## config.mk

```make
export PLATFORM = sky130hd
export DESIGN_NAME = fp_conv_arbiter
export DESIGN_NICKNAME = d
export VERILOG_FILES = /design/src/rtl/fp_conv_arbiter_pkg.sv /design/src/rtl/fp_conv_rr_picker.sv /design/src/rtl/fp_conv_arbiter.sv
export SDC_FILE = /design/constraint.sdc
export NUM_CORES = 1
export LEC_CHECK = 0
export CAP_MARGIN = 25
export CORE_AREA = 10 10 192 194
export CTS_BUF_LIST = sky130_fd_sc_hd__clkbuf_4 sky130_fd_sc_hd__clkbuf_8 sky130_fd_sc_hd__clkbuf_16
export DETAILED_ROUTE_END_ITERATION = 8
export DIE_AREA = 0 0 202 204
export PLACE_DENSITY = 0.68
export REMOVE_ABC_BUFFERS = 1
export SYNTH_ARGS = -nofsm -noshare
export SYNTH_HDL_FRONTEND = slang
export SYNTH_SLANG_ARGS = --single-unit
```

## constraint.sdc

```tcl
create_clock -name clk -period 6.8 [get_ports clk]
set_input_delay 1.36 -clock clk [delete_from_list [all_inputs] [get_ports clk]]
set_output_delay 1.36 -clock clk [all_outputs]
set_load 0.01 [all_outputs]
```

## src/rtl/fp_conv_arbiter_pkg.sv

```systemverilog
// Shared types for the FP converter arbiter: converter command/flag types,
// arbiter state encoding and requester identifiers.
package fp_conv_arbiter_pkg;

   typedef logic [31:0] word_t;
   typedef logic [63:0] uint64_t;
   typedef logic [4:0]  fflags_t;

   typedef enum logic [2:0] {
      FCVT_W_D  = 3'd0,
      FCVT_WU_D = 3'd1,
      FCVT_D_W  = 3'd2,
      FCVT_D_WU = 3'd3,
      FMV_X_D   = 3'd4,
      FMV_D_X   = 3'd5
   } FpConverterCommand;

   localparam int FP_CMD_W = $bits(FpConverterCommand);

   typedef enum logic [1:0] {
      IDLE = 2'd0,
      BUSY = 2'd1,
      RESP = 2'd2
   } FpConvArbState;

   typedef logic FpConvRequesterId;

   localparam int FP_CONV_REQUESTERS = 2;

endpackage

```

## src/rtl/fp_conv_rr_picker.sv

```systemverilog
// Two-way round-robin picker: the pointer only breaks ties when both
// requesters are valid, otherwise the single valid requester wins.
module fp_conv_rr_picker
   import fp_conv_arbiter_pkg::*;
(
   input  logic [FP_CONV_REQUESTERS-1:0] valid_i,
   input  logic                          pointer_i,
   output logic                          grant_valid_o,
   output logic                          grant_id_o
);

   assign grant_valid_o = |valid_i;
   assign grant_id_o    = (&valid_i) ? pointer_i : valid_i[1];

endmodule

```

## src/rtl/fp_conv_arbiter.sv

```systemverilog
// Sequencer and two-way arbiter in front of the shared FP converter: grants,
// latches operands, waits the converter settle time and holds the result.
module fp_conv_arbiter
   import fp_conv_arbiter_pkg::*;
#(
   parameter int LATENCY = 2
)
(
   input  logic                                        clk,
   input  logic                                        rst,
   input  logic                                        flush,
   input  logic [FP_CONV_REQUESTERS-1:0]               req_valid,
   output logic [FP_CONV_REQUESTERS-1:0]               req_ready,
   input  logic [FP_CONV_REQUESTERS-1:0][FP_CMD_W-1:0] req_command,
   input  logic [FP_CONV_REQUESTERS-1:0][2:0]          req_rounding_mode,
   input  logic [FP_CONV_REQUESTERS-1:0][31:0]         req_int_src,
   input  logic [FP_CONV_REQUESTERS-1:0][63:0]         req_fp_src,
   output logic [FP_CONV_REQUESTERS-1:0]               resp_valid,
   input  logic [FP_CONV_REQUESTERS-1:0]               resp_ready,
   output logic [31:0]                                 resp_int_result,
   output logic [63:0]                                 resp_fp_result,
   output logic [4:0]                                  resp_flags,
   output logic [FP_CMD_W-1:0]                         conv_command,
   output logic [2:0]                                  conv_rounding_mode,
   output logic [31:0]                                 conv_int_src,
   output logic [63:0]                                 conv_fp_src,
   input  logic [31:0]                                 conv_int_result,
   input  logic [63:0]                                 conv_fp_result,
   input  logic [4:0]                                  conv_flags
);

   localparam logic [3:0] LAT_M1 = 4'(LATENCY - 1);

   FpConvArbState    state_q, state_d;
   FpConvRequesterId pointer_q;
   FpConvRequesterId owner_q;
   logic [3:0]       count_q, count_d;

   logic [FP_CMD_W-1:0] cmd_q;
   logic [2:0]          rm_q;
   word_t               int_src_q;
   uint64_t             fp_src_q;
   word_t               res_int_q;
   uint64_t             res_fp_q;
   fflags_t             res_flags_q;

   logic grant_valid;
   logic grant_id;
   logic accept;
   logic capture;

   fp_conv_rr_picker u_picker (
      .valid_i       (req_valid),
      .pointer_i     (pointer_q),
      .grant_valid_o (grant_valid),
      .grant_id_o    (grant_id)
   );

   // rst is included so req_ready reads 0 for the whole reset pulse.
   assign accept    = (state_q == IDLE) && !flush && !rst && grant_valid;
   assign capture   = (state_q == BUSY) && (count_q == 4'd0) && !flush;
   assign req_ready = accept ? (2'b01 << grant_id) : 2'b00;
   assign resp_valid = (state_q == RESP) ? (2'b01 << owner_q) : 2'b00;

   assign conv_command       = cmd_q;
   assign conv_rounding_mode = rm_q;
   assign conv_int_src       = int_src_q;
   assign conv_fp_src        = fp_src_q;
   assign resp_int_result    = res_int_q;
   assign resp_fp_result     = res_fp_q;
   assign resp_flags         = res_flags_q;

   always_ff @(posedge clk or posedge rst) begin
      if (rst) begin
         state_q <= IDLE;
      end else begin
         state_q <= state_d;
      end
   end

   always_comb begin
      state_d = state_q;
      count_d = count_q;
      case (state_q)
         IDLE: begin
            if (accept) begin
               state_d = BUSY;
               count_d = LAT_M1;
            end
         end
         BUSY: begin
            if (count_q == 4'd0) begin
               state_d = RESP;
            end else begin
               count_d = count_q - 4'd1;
            end
         end
         RESP: begin
            if (resp_ready[owner_q]) begin
               state_d = IDLE;
            end
         end
         default: state_d = IDLE;
      endcase
      // Flush wins over capture and over a same-cycle result handshake.
      if (flush) begin
         state_d = IDLE;
      end
   end

   always_ff @(posedge clk or posedge rst) begin
      if (rst) begin
         pointer_q   <= 1'b0;
         owner_q     <= 1'b0;
         count_q     <= 4'd0;
         cmd_q       <= '0;
         rm_q        <= '0;
         int_src_q   <= '0;
         fp_src_q    <= '0;
         res_int_q   <= '0;
         res_fp_q    <= '0;
         res_flags_q <= '0;
      end else begin
         count_q <= count_d;
         if (accept) begin
            owner_q   <= grant_id;
            pointer_q <= ~grant_id;
            cmd_q     <= req_command[grant_id];
            rm_q      <= req_rounding_mode[grant_id];
            int_src_q <= req_int_src[grant_id];
            fp_src_q  <= req_fp_src[grant_id];
         end
         if (capture) begin
            res_int_q   <= conv_int_result;
            res_fp_q    <= conv_fp_result;
            res_flags_q <= conv_flags;
         end
      end
   end

endmodule

```

==> reports/metrics.yaml, run 1 <==
grt:
  grt_pass1_vias: 9868
  antenna_found_initial: 2
  grt_use_total_pct: 20.2
  grt-ovfl-total: 0
  grt_max_degree: 138
  grt_pass1_wl_um: 65300
yosys:
  async_flop_share_pct: 100
  synthCells: 862
  yosysMostFrequentCell: "dfrtp_1"
  syn_avg_cell_area_sq_um: 11.4
  synth.distinct_cells: 30
  yosys_most_used_dff: "dfrtp_1"
  synth_commonest_cells: "dfrtp_1, a21oi_1, a31oi_1, o211ai_1, o21ai_0"
  netlist_area_sq_mm: 0.00987
  yosysTopAreaCell: "dfrtp_1"
  synth-edff-count: 0
  synth_top_area_share_pct: 53.5
  ys_seq_area_share_pct: 53.5
  ys_warn_count: 0
  ys_top_cells_by_area: "dfrtp_1, mux2_4, o211ai_1, a31oi_1, a21oi_1"
  ys_ff_latch: 211
timing:
  fin_ws_ps: 1890
  fmax_ghz: 0.204
  finalCritPeriodShare_pct: 72.1
  finalCriticalPeriod_ps: 4910
  drv_slew: 0
  hold_slack_ps: 505
  final_hold_viol_count: 0
  fin_worst_skew_ps: 5.28
  rsz0062_at_grt: "false"
  slew-limit-headroom_pct: 34.2
  setup_viol: 0
  worstMarginPinSlew_ps: 987
floorplan:
  die_x_um: 202
  start_util_pct: 29.8
  core_sq_mm: 0.0331
  io_pins: 519
  rows: 67
  fp.dieH_um: 204
  die-area_sq_mm: 0.0412
finish:
  layout.area.seq_sq_mm: 0.00528
  n_antenna_cell: 0
  drive_above_1_share_pct: 12.7
  fillers: 2985
  nets: 1629
  final_util_pct: 48.8
  multi_input_area_sq_mm: 0.00412
  finalInstanceArea_sq_mm: 0.0161
  synthToLayoutAreaGrowth_pct: 63.7
placed_design:
  dp_slack_ps: 1900
  place_congestion: 0.820
  hpwl_um: 31800
  port_buffers: 518
  placed_area_sq_mm: 0.0153
worst_setup_path:
  path_cells: "buf_4 > or2_4 > nand2_1 > nor3_1 > clkdlybuf4s50_1"
  crit_path_start_kind: "input port"
  critical_path.max_fanout: 61
  cp.arrival_ps: 3550
  worst_ep_required_time_ps: 5440
  cp_slowest_cell: "buf_4"
  cp_slowest_stage_delay_ps: 570
  critical_path_class: "input port to primary output"
  worst_setup_path_end_kind: "primary output"
drt:
  final_antenna_net_count: 0
  via_per_inst: 5.27
  drc: 0
  first_pass_iters: 4
  vias: 9385
  drt-initial-drc-count: 514
  routedWlPerCell_um: 24.9
  drt_wl_total_um: 44400
power_and_ir_drop:
  ir_drop_mv: 0.184
  p_per_area_mw_per_mm2: 387
  power_mw: 6.25
  leakagePower_nw: 6.47
clocking:
  cts_tree: "done"
  clk_latency_ps: 520
  cts_resized: 0
  clk_pin_slew_ps: 60
  numCtsBuffers: 24
  cts_hold_buffers: 0
  cts_setup_buffers: 0
  root_buffer: "clkbuf_16"
  clock_path_buffers: 3
  cts.sinks: 211
  h-tree-depth: 1
run_status:
  status: "finished clean"
min_path:
  hold_path_class: "flip-flop to flip-flop"
job:
  maxCapViolCount: 0
==> report_power, final <==
part	internal (mW)	total [mW]	switching, mW
registers	1.79	2.15	0.354
logic	1.57	2.70	1.13
clock network	0.869	1.40	0.532
==> final cells by class <==
cell class / instances / share of cell area, %
Timing Repair Buffer: 530 / 32.7
Sequential cell: 211 / 32.7
Multi-Input combinational cell: 543 / 25.5
Clock buffer: 39 / 4.91
Tap cell: 448 / 3.47
Clock inverter: 5 / 0.465
Inverter: 6 / 0.194
==> per-stage QoR <==
stage	setup TNS, ps	std cells
6_report	0	1782
5_1_grt	0	1782
4_1_cts	0	1782
3_5_place_dp	0	1738
3_3_place_gp	0	1738
2_1_floorplan	-186740	760
==> final timing paths <==
kind | depth (start not counted) | to | startpoint | slack, ps
worst max register to register | 5 | conv_int_src[15] | state_q[0] | 3810
min in group asynchronous | 2 | resp_fp_result[6] | rst | 1350
max in group asynchronous | 3 | conv_fp_src[9] | rst | 4240
worst min-delay path | 1 | resp_fp_result[31] | resp_fp_result[31] | 500
worst max-delay path | 5 | req_ready[1] | req_valid[1] | 1890
worst min register to register | 1 | resp_fp_result[31] | resp_fp_result[31] | 500
==> critical path, delay by kind of cell <==
family / cells / cell delay, ps
buf+inv: 2 / 1140
simple gates: 3 / 980
==> state kept, by name, summed over array words and instances (netlist names), 2 cells and up <==
signal	flops
conv_fp_src	64
resp_fp_result	64
conv_int_src	32
resp_int_result	32
resp_flags	5
count_q	4
conv_command	3
conv_rounding_mode	3
state_q	2
==> layout by cell type, fill, tap and decap left out, types with 2 or more instances in the layout <==
master             n
a21oi_1          105
a31oi_1          102
a32o_1             2
buf_4             12
bufinv_16          2
clkbuf_16         25
clkbuf_4           4
clkbuf_8          10
clkdlybuf4s50_1  517
clkinv_2           4
dfrtp_1          210
inv_1              3
mux2_2            24
mux2_4            79
nand2_1            2
nand2b_1           2
nor2_1             4
nor3_1             3
nor3b_1            2
o211ai_1         102
o21ai_0          102
o31ai_1            2
==> logic make-up (layout without fill, tap and decap cells) <==
logic type / after synthesis / count (layout) / share of synthesized area, %
AOI/OAI and AO/OA: 417 / 417 / 25.2
muxes: 103 / 103 / 14.8
xor gates and xnor gates: 1 / 1 / 0.0888
buffers and inverters: 108 / 580 / 4.93
DFF: 211 / 211 / 53.5
and+or+nand+nor: 21 / 21 / 1.33
adders and majority gates: 1 / 1 / 0.127
==> routing by layer <==
layer / global-route usage, % / part of all wire [%] / routed length (um) / up-vias
met2: 35.1 / 49 / 21900 / 438
met1: 23.4 / 39 / 17400 / 4702
met4: 4.54 / 2.1 / 943 / 4
met5: 0 / 0.059 / 26 / -
li1: - / - / - / 4183
met3: 7.28 / 9.2 / 4100 / 58
No activity file was read; power rests on OpenSTA's default activity.
==> run 2, diff against run 1 <==
- clock period: 6.8 -> 4.3 ns (I/O delays scaled with it)
==> run 2 against run 1 <==
Effect of this change: count of clock-buffer cells in the layout decreased by 2; sequential power grew 56%; sequential share of layout area down 0.22 points; critical path depth unchanged; combinational power grew 60%; wire length down 0.70%; register-to-register slack lost 2100 ps; core utilization up 0.33 points; cell count rose by 0.45%; die area did not move; global-route usage shrank 0.064 points; critical endpoint unchanged; largest power group unchanged.
==> reports/metrics.yaml, run 2 (same netlist as run 1, synthesis figures left out) <==
drt:
  drt-initial-drc-count: 516
  drc: 0
  vias: 9302
  first_pass_iters: 6
  via_per_inst: 5.20
  drt_wl_total_um: 44100
  final_antenna_net_count: 0
  routedWlPerCell_um: 24.6
worst_setup_path:
  worst_setup_path_end_kind: "primary output"
  critical_path_class: "input port to primary output"
  crit_path_start_kind: "input port"
  critical_path.max_fanout: 4
  cp.arrival_ps: 2660
  crit_top_cell: "clkdlybuf4s50_1"
  cp_slowest_cell: "clkdlybuf4s50_1"
  critPathBufInv: 2
  r2r-end: "conv_fp_src[31]"
  reg2reg_from: "state_q[0]"
  rr_worst_depth: 5
  cp_slowest_stage_delay_ps: 690
  r2r_slack_ps: 1730
  path_cells: "clkdlybuf4s50_1 > or2_4 > nand2_1 > nor3_1 > clkdlybuf4s50_1"
  worst_ep_required_time_ps: 3440
  cp_top_family: "buffers and inverters"
grt:
  grt_pass1_wl_um: 65000
  grt_max_degree: 101
  grt_pass1_vias: 9872
  grt-ovfl-total: 0
  antenna_found_initial: 2
  grt_use_total_pct: 20.2
finish:
  layout.cells.non_filler: 1790
  synthToLayoutAreaGrowth_pct: 64.8
  nets: 1637
  final_common_cell: "clkdlybuf4s50_1"
  drive_above_1_share_pct: 13.1
  layout_common_cells: "clkdlybuf4s50_1, dfrtp_1, a21oi_1"
  fillers: 3023
  final_util_pct: 49.1
floorplan:
  core_sq_mm: 0.0331
  die-area_sq_mm: 0.0412
  start_util_pct: 29.8
  rows: 67
  die_x_um: 202
  fp.dieH_um: 204
  io_pins: 519
min_path:
  min_to: "count_q[1]"
  hold_path_class: "flip-flop to flip-flop"
  holdPathStages: 1
  worstHoldStart: "count_q[1]"
timing:
  worstMarginPinSlew_ps: 1100
  setup_viol: 0
  rsz0062_at_grt: "false"
  drv_slew: 0
  slew-limit-headroom_pct: 26.9
  finalCriticalPeriod_ps: 3520
  fin_worst_skew_ps: 7.99
  fmax_ghz: 0.284
  finalCritPeriodShare_pct: 81.9
  final_hold_viol_count: 0
clocking:
  cts_setup_buffers: 0
  cts_hold_buffers: 0
  root_buffer: "clkbuf_16"
  clk_pin_slew_ps: 60
  numCtsBuffers: 25
  cts_tree: "done"
  cts.sinks: 211
  cts_resized: 0
  clk_latency_ps: 510
  clock_path_buffers: 3
  h-tree-depth: 1
placed_design:
  port_buffers: 518
  hpwl_um: 31400
  place_inst: 1745
  place_congestion: 0.827
job:
  maxCapViolCount: 0
run_status:
  status: "finished clean"
power_and_ir_drop:
  p_per_area_mw_per_mm2: 605
  ir_drop_mv: 0.332
  leakagePower_nw: 6.52
run 2: cell count changes in the layout (fill, tap and decap cells not counted), sizes merged:
cell      delta
buf          +7
clkbuf       -2
clkinvlp     +1
diode        +2
run 2: how the worst max path moves through the flow:
stage | cells after the start | slack [ps] | endpoint | from
3_3_place_gp | 5 | 740 | req_ready[1] | req_valid[0]
3_5_place_dp | 5 | 780 | req_ready[1] | req_valid[0]
5_1_grt | 5 | 660 | req_ready[1] | req_valid[0]
4_1_cts | 5 | 760 | req_ready[1] | req_valid[0]
2_1_floorplan | 3 | -3310 | owner_q | flush
6_report | 5 | 780 | req_ready[1] | req_valid[0]
run 2: metal layers:
metal  up-vias  wire [um]  share of wire (%)  track usage [%]
li1       4194          -                  -                -
met1      4581      17200                 39             23.5
met3        61       4250                9.6             7.23
met2       466      21100                 48             33.6
met4         0       1550                3.5             7.36
met5         -          0                  0                0
run 2: metrics by stage:
stage | power [mW] | cell area [sq um] | setup slack, ps | hold slack (ps) | TNS (ps)
6_report | 9.83 | 16300 | 780 | 507 | 0
5_1_grt | 10.4 | 16300 | 664 | 521 | 0
4_1_cts | 9.98 | 16300 | 757 | 504 | 0
3_5_place_dp | 7.75 | 15400 | 775 | 491 | 0
3_3_place_gp | 7.69 | 15400 | 739 | 488 | 0
2_1_floorplan | 5.05 | 9400 | -3310 | 474 | -827880
run 2: power by group:
group | leakage, nW | switching, mW | internal (mW) | total (mW)
Sequential | 2.47 | 0.531 | 2.83 | 3.36
Clock | 0.417 | 0.844 | 1.32 | 2.16
Combinational | 3.64 | 1.81 | 2.50 | 4.31
run 2: cell type report:
type | count | area [sq um] | area share, %
diodes | 2 | 5.00 | 0.0308
inverters | 6 | 31.3 | 0.192
clock buffers | 37 | 747 | 4.59
repair buffers | 537 | 5430 | 33.4
flip-flops and latches | 211 | 5280 | 32.5
clock inverters | 6 | 86.3 | 0.531
well taps | 448 | 561 | 3.45
multi-input cells | 543 | 4120 | 25.3
==> run 3, diff against run 2 <==
- CORE_AREA: 10 10 192 194 -> 10 10 194 196
- DIE_AREA: 0 0 202 204 -> 0 0 204 206
- PLACE_DENSITY: 0.68 -> 0.65
- clock period: 4.3 -> 3.3 ns (I/O delays scaled with it)
==> run 3 against run 2 <==
Effect of this change: final area rose by 0.55%; cell count rose by 0.84%; first-iteration DRC count rose by 15%; largest cell class unchanged; clock skew rose by 3.8 ps; register-to-register slack got worse by 950 ps; die area rose by 2.0%; critical endpoint unchanged; combinational power rose by 32%; setup slack got worse by 600 ps; via count rose by 0.84%; count of clock-buffer cells in the layout rose by 1; power rose by 30%; largest power group unchanged; global-route usage fell by 0.57 points.
==> reports/metrics.yaml, run 3 (same netlist as run 1, synthesis figures left out) <==
finish:
  layout.cells.non_filler: 1805
  nets: 1648
  synthToLayoutAreaGrowth_pct: 65.7
  n_antenna_cell: 0
  fillers: 3043
  layout_common_cells: "clkdlybuf4s50_1, dfrtp_1, a21oi_1"
  drive_above_1_share_pct: 13.7
  final_common_cell: "clkdlybuf4s50_1"
  final_util_pct: 48.2
worst_setup_path:
  r2r_slack_ps: 780
  crit_top_cell: "clkdlybuf4s50_1"
  cp_top_family: "buffers and inverters"
  cp_slowest_stage_delay_ps: 580
  reg2reg_from: "count_q[0]"
  crit_path_start_kind: "input port"
  worst_setup_path_end_kind: "primary output"
  critical_path_class: "input port to primary output"
  cp_slowest_cell: "clkdlybuf4s50_1"
  rr_worst_depth: 6
  critPathBufInv: 2
  critical_path.max_fanout: 4
  worst_ep_required_time_ps: 2640
  r2r-end: "resp_int_result[11]"
  cp.arrival_ps: 2460
  path_cells: "clkdlybuf4s50_1 > nor4_4 > nand2_1 > nor3_1 > clkdlybuf4s50_1"
power_and_ir_drop:
  leakagePower_nw: 6.57
  power_mw: 12.7
  ir_drop_mv: 0.442
  p_per_area_mw_per_mm2: 779
min_path:
  worstHoldStart: "req_valid[1]"
  min_to: "conv_fp_src[32]"
  holdPathStages: 3
  hold_path_class: "input port to flip-flop"
timing:
  slew-limit-headroom_pct: 36.2
  rsz0062_at_grt: "false"
  setup_viol: 0
  worstMarginPinSlew_ps: 956
  setup_tns_ps: 0
  fmax_ghz: 0.321
  finalCritPeriodShare_pct: 94.5
  final_hold_viol_count: 0
  drv_slew: 0
  finalCriticalPeriod_ps: 3120
  fin_worst_skew_ps: 11.8
clocking:
  cts.sinks: 211
  root_buffer: "clkbuf_16"
  numCtsBuffers: 25
  cts_hold_buffers: 0
  clk_latency_ps: 520
  clk_pin_slew_ps: 60
  cts_setup_buffers: 0
  clock_path_buffers: 3
  cts_resized: 0
  h-tree-depth: 1
  cts_tree: "done"
grt:
  grt_pass1_vias: 9935
  antenna_found_initial: 2
  grt-ovfl-total: 0
  grt_pass1_wl_um: 64400
  grt_use_total_pct: 19.6
  grt_max_degree: 106
job:
  maxCapViolCount: 0
floorplan:
  core_sq_mm: 0.0339
  fp.dieH_um: 206
  start_util_pct: 29.1
  io_pins: 519
  rows: 68
  die_x_um: 204
  die-area_sq_mm: 0.0420
placed_design:
  place_congestion: 0.870
  hpwl_um: 31800
  port_buffers: 518
  place_inst: 1763
drt:
  final_antenna_net_count: 0
  routedWlPerCell_um: 24.4
  first_pass_iters: 5
  drt_wl_total_um: 44100
  via_per_inst: 5.20
  drt-initial-drc-count: 595
  vias: 9380
  drc: 0
run_status:
  status: "finished clean"
## run 3: layer usage
metal | part of all wire (%) | GRT usage, % | up-vias
met5 | 0.052 | 0 | -
met4 | 2.3 | 4.63 | 4
met3 | 11 | 7.57 | 64
met2 | 48 | 32.9 | 479
met1 | 39 | 23.2 | 4618
li1 | - | - | 4215
## run 3: layout make-up
type / count / area, sq um / area share (%)
Clock buffer: 38 / 754 / 4.61
Sequential cell: 211 / 5280 / 32.3
Clock inverter: 4 / 45.0 / 0.276
Tap cell: 455 / 569 / 3.48
Timing Repair Buffer: 548 / 5550 / 33.9
Inverter: 6 / 31.3 / 0.191
Multi-Input combinational cell: 543 / 4120 / 25.2
## run 3: per-stage QoR
step | hold WS (ps) | cell area, sq um | setup WS, ps
2_1_floorplan | 474 | 9400 | -4110
6_report | 487 | 16300 | 182
4_1_cts | 469 | 16300 | 175
3_3_place_gp | 489 | 15500 | 131
5_1_grt | 502 | 16300 | 27.0
3_5_place_dp | 490 | 15500 | 130
## run 3: power by group
| group | internal (mW) | switching (mW) |
|---|---|---|
| clock network | 1.64 | 1.07 |
| registers | 3.69 | 0.648 |
| logic | 3.28 | 2.40 |
| total | 8.61 | 4.12 |
## run 3: worst max-delay path by stage
stage | startpoint | to | slack (ps) | depth (start not counted)
finish | flush | req_ready[1] | 180 | 5
detailed placement | req_valid[0] | conv_fp_src[56] | 130 | 6
global placement | flush | req_ready[1] | 130 | 5
CTS | flush | req_ready[1] | 180 | 5
global route | flush | req_ready[1] | 30 | 5
floorplan | flush | owner_q | -4110 | 3
## run 3: worst min-delay path: stages
cell	delay, ps
buf_4	140
o211ai_1	80
a31oi_1	90
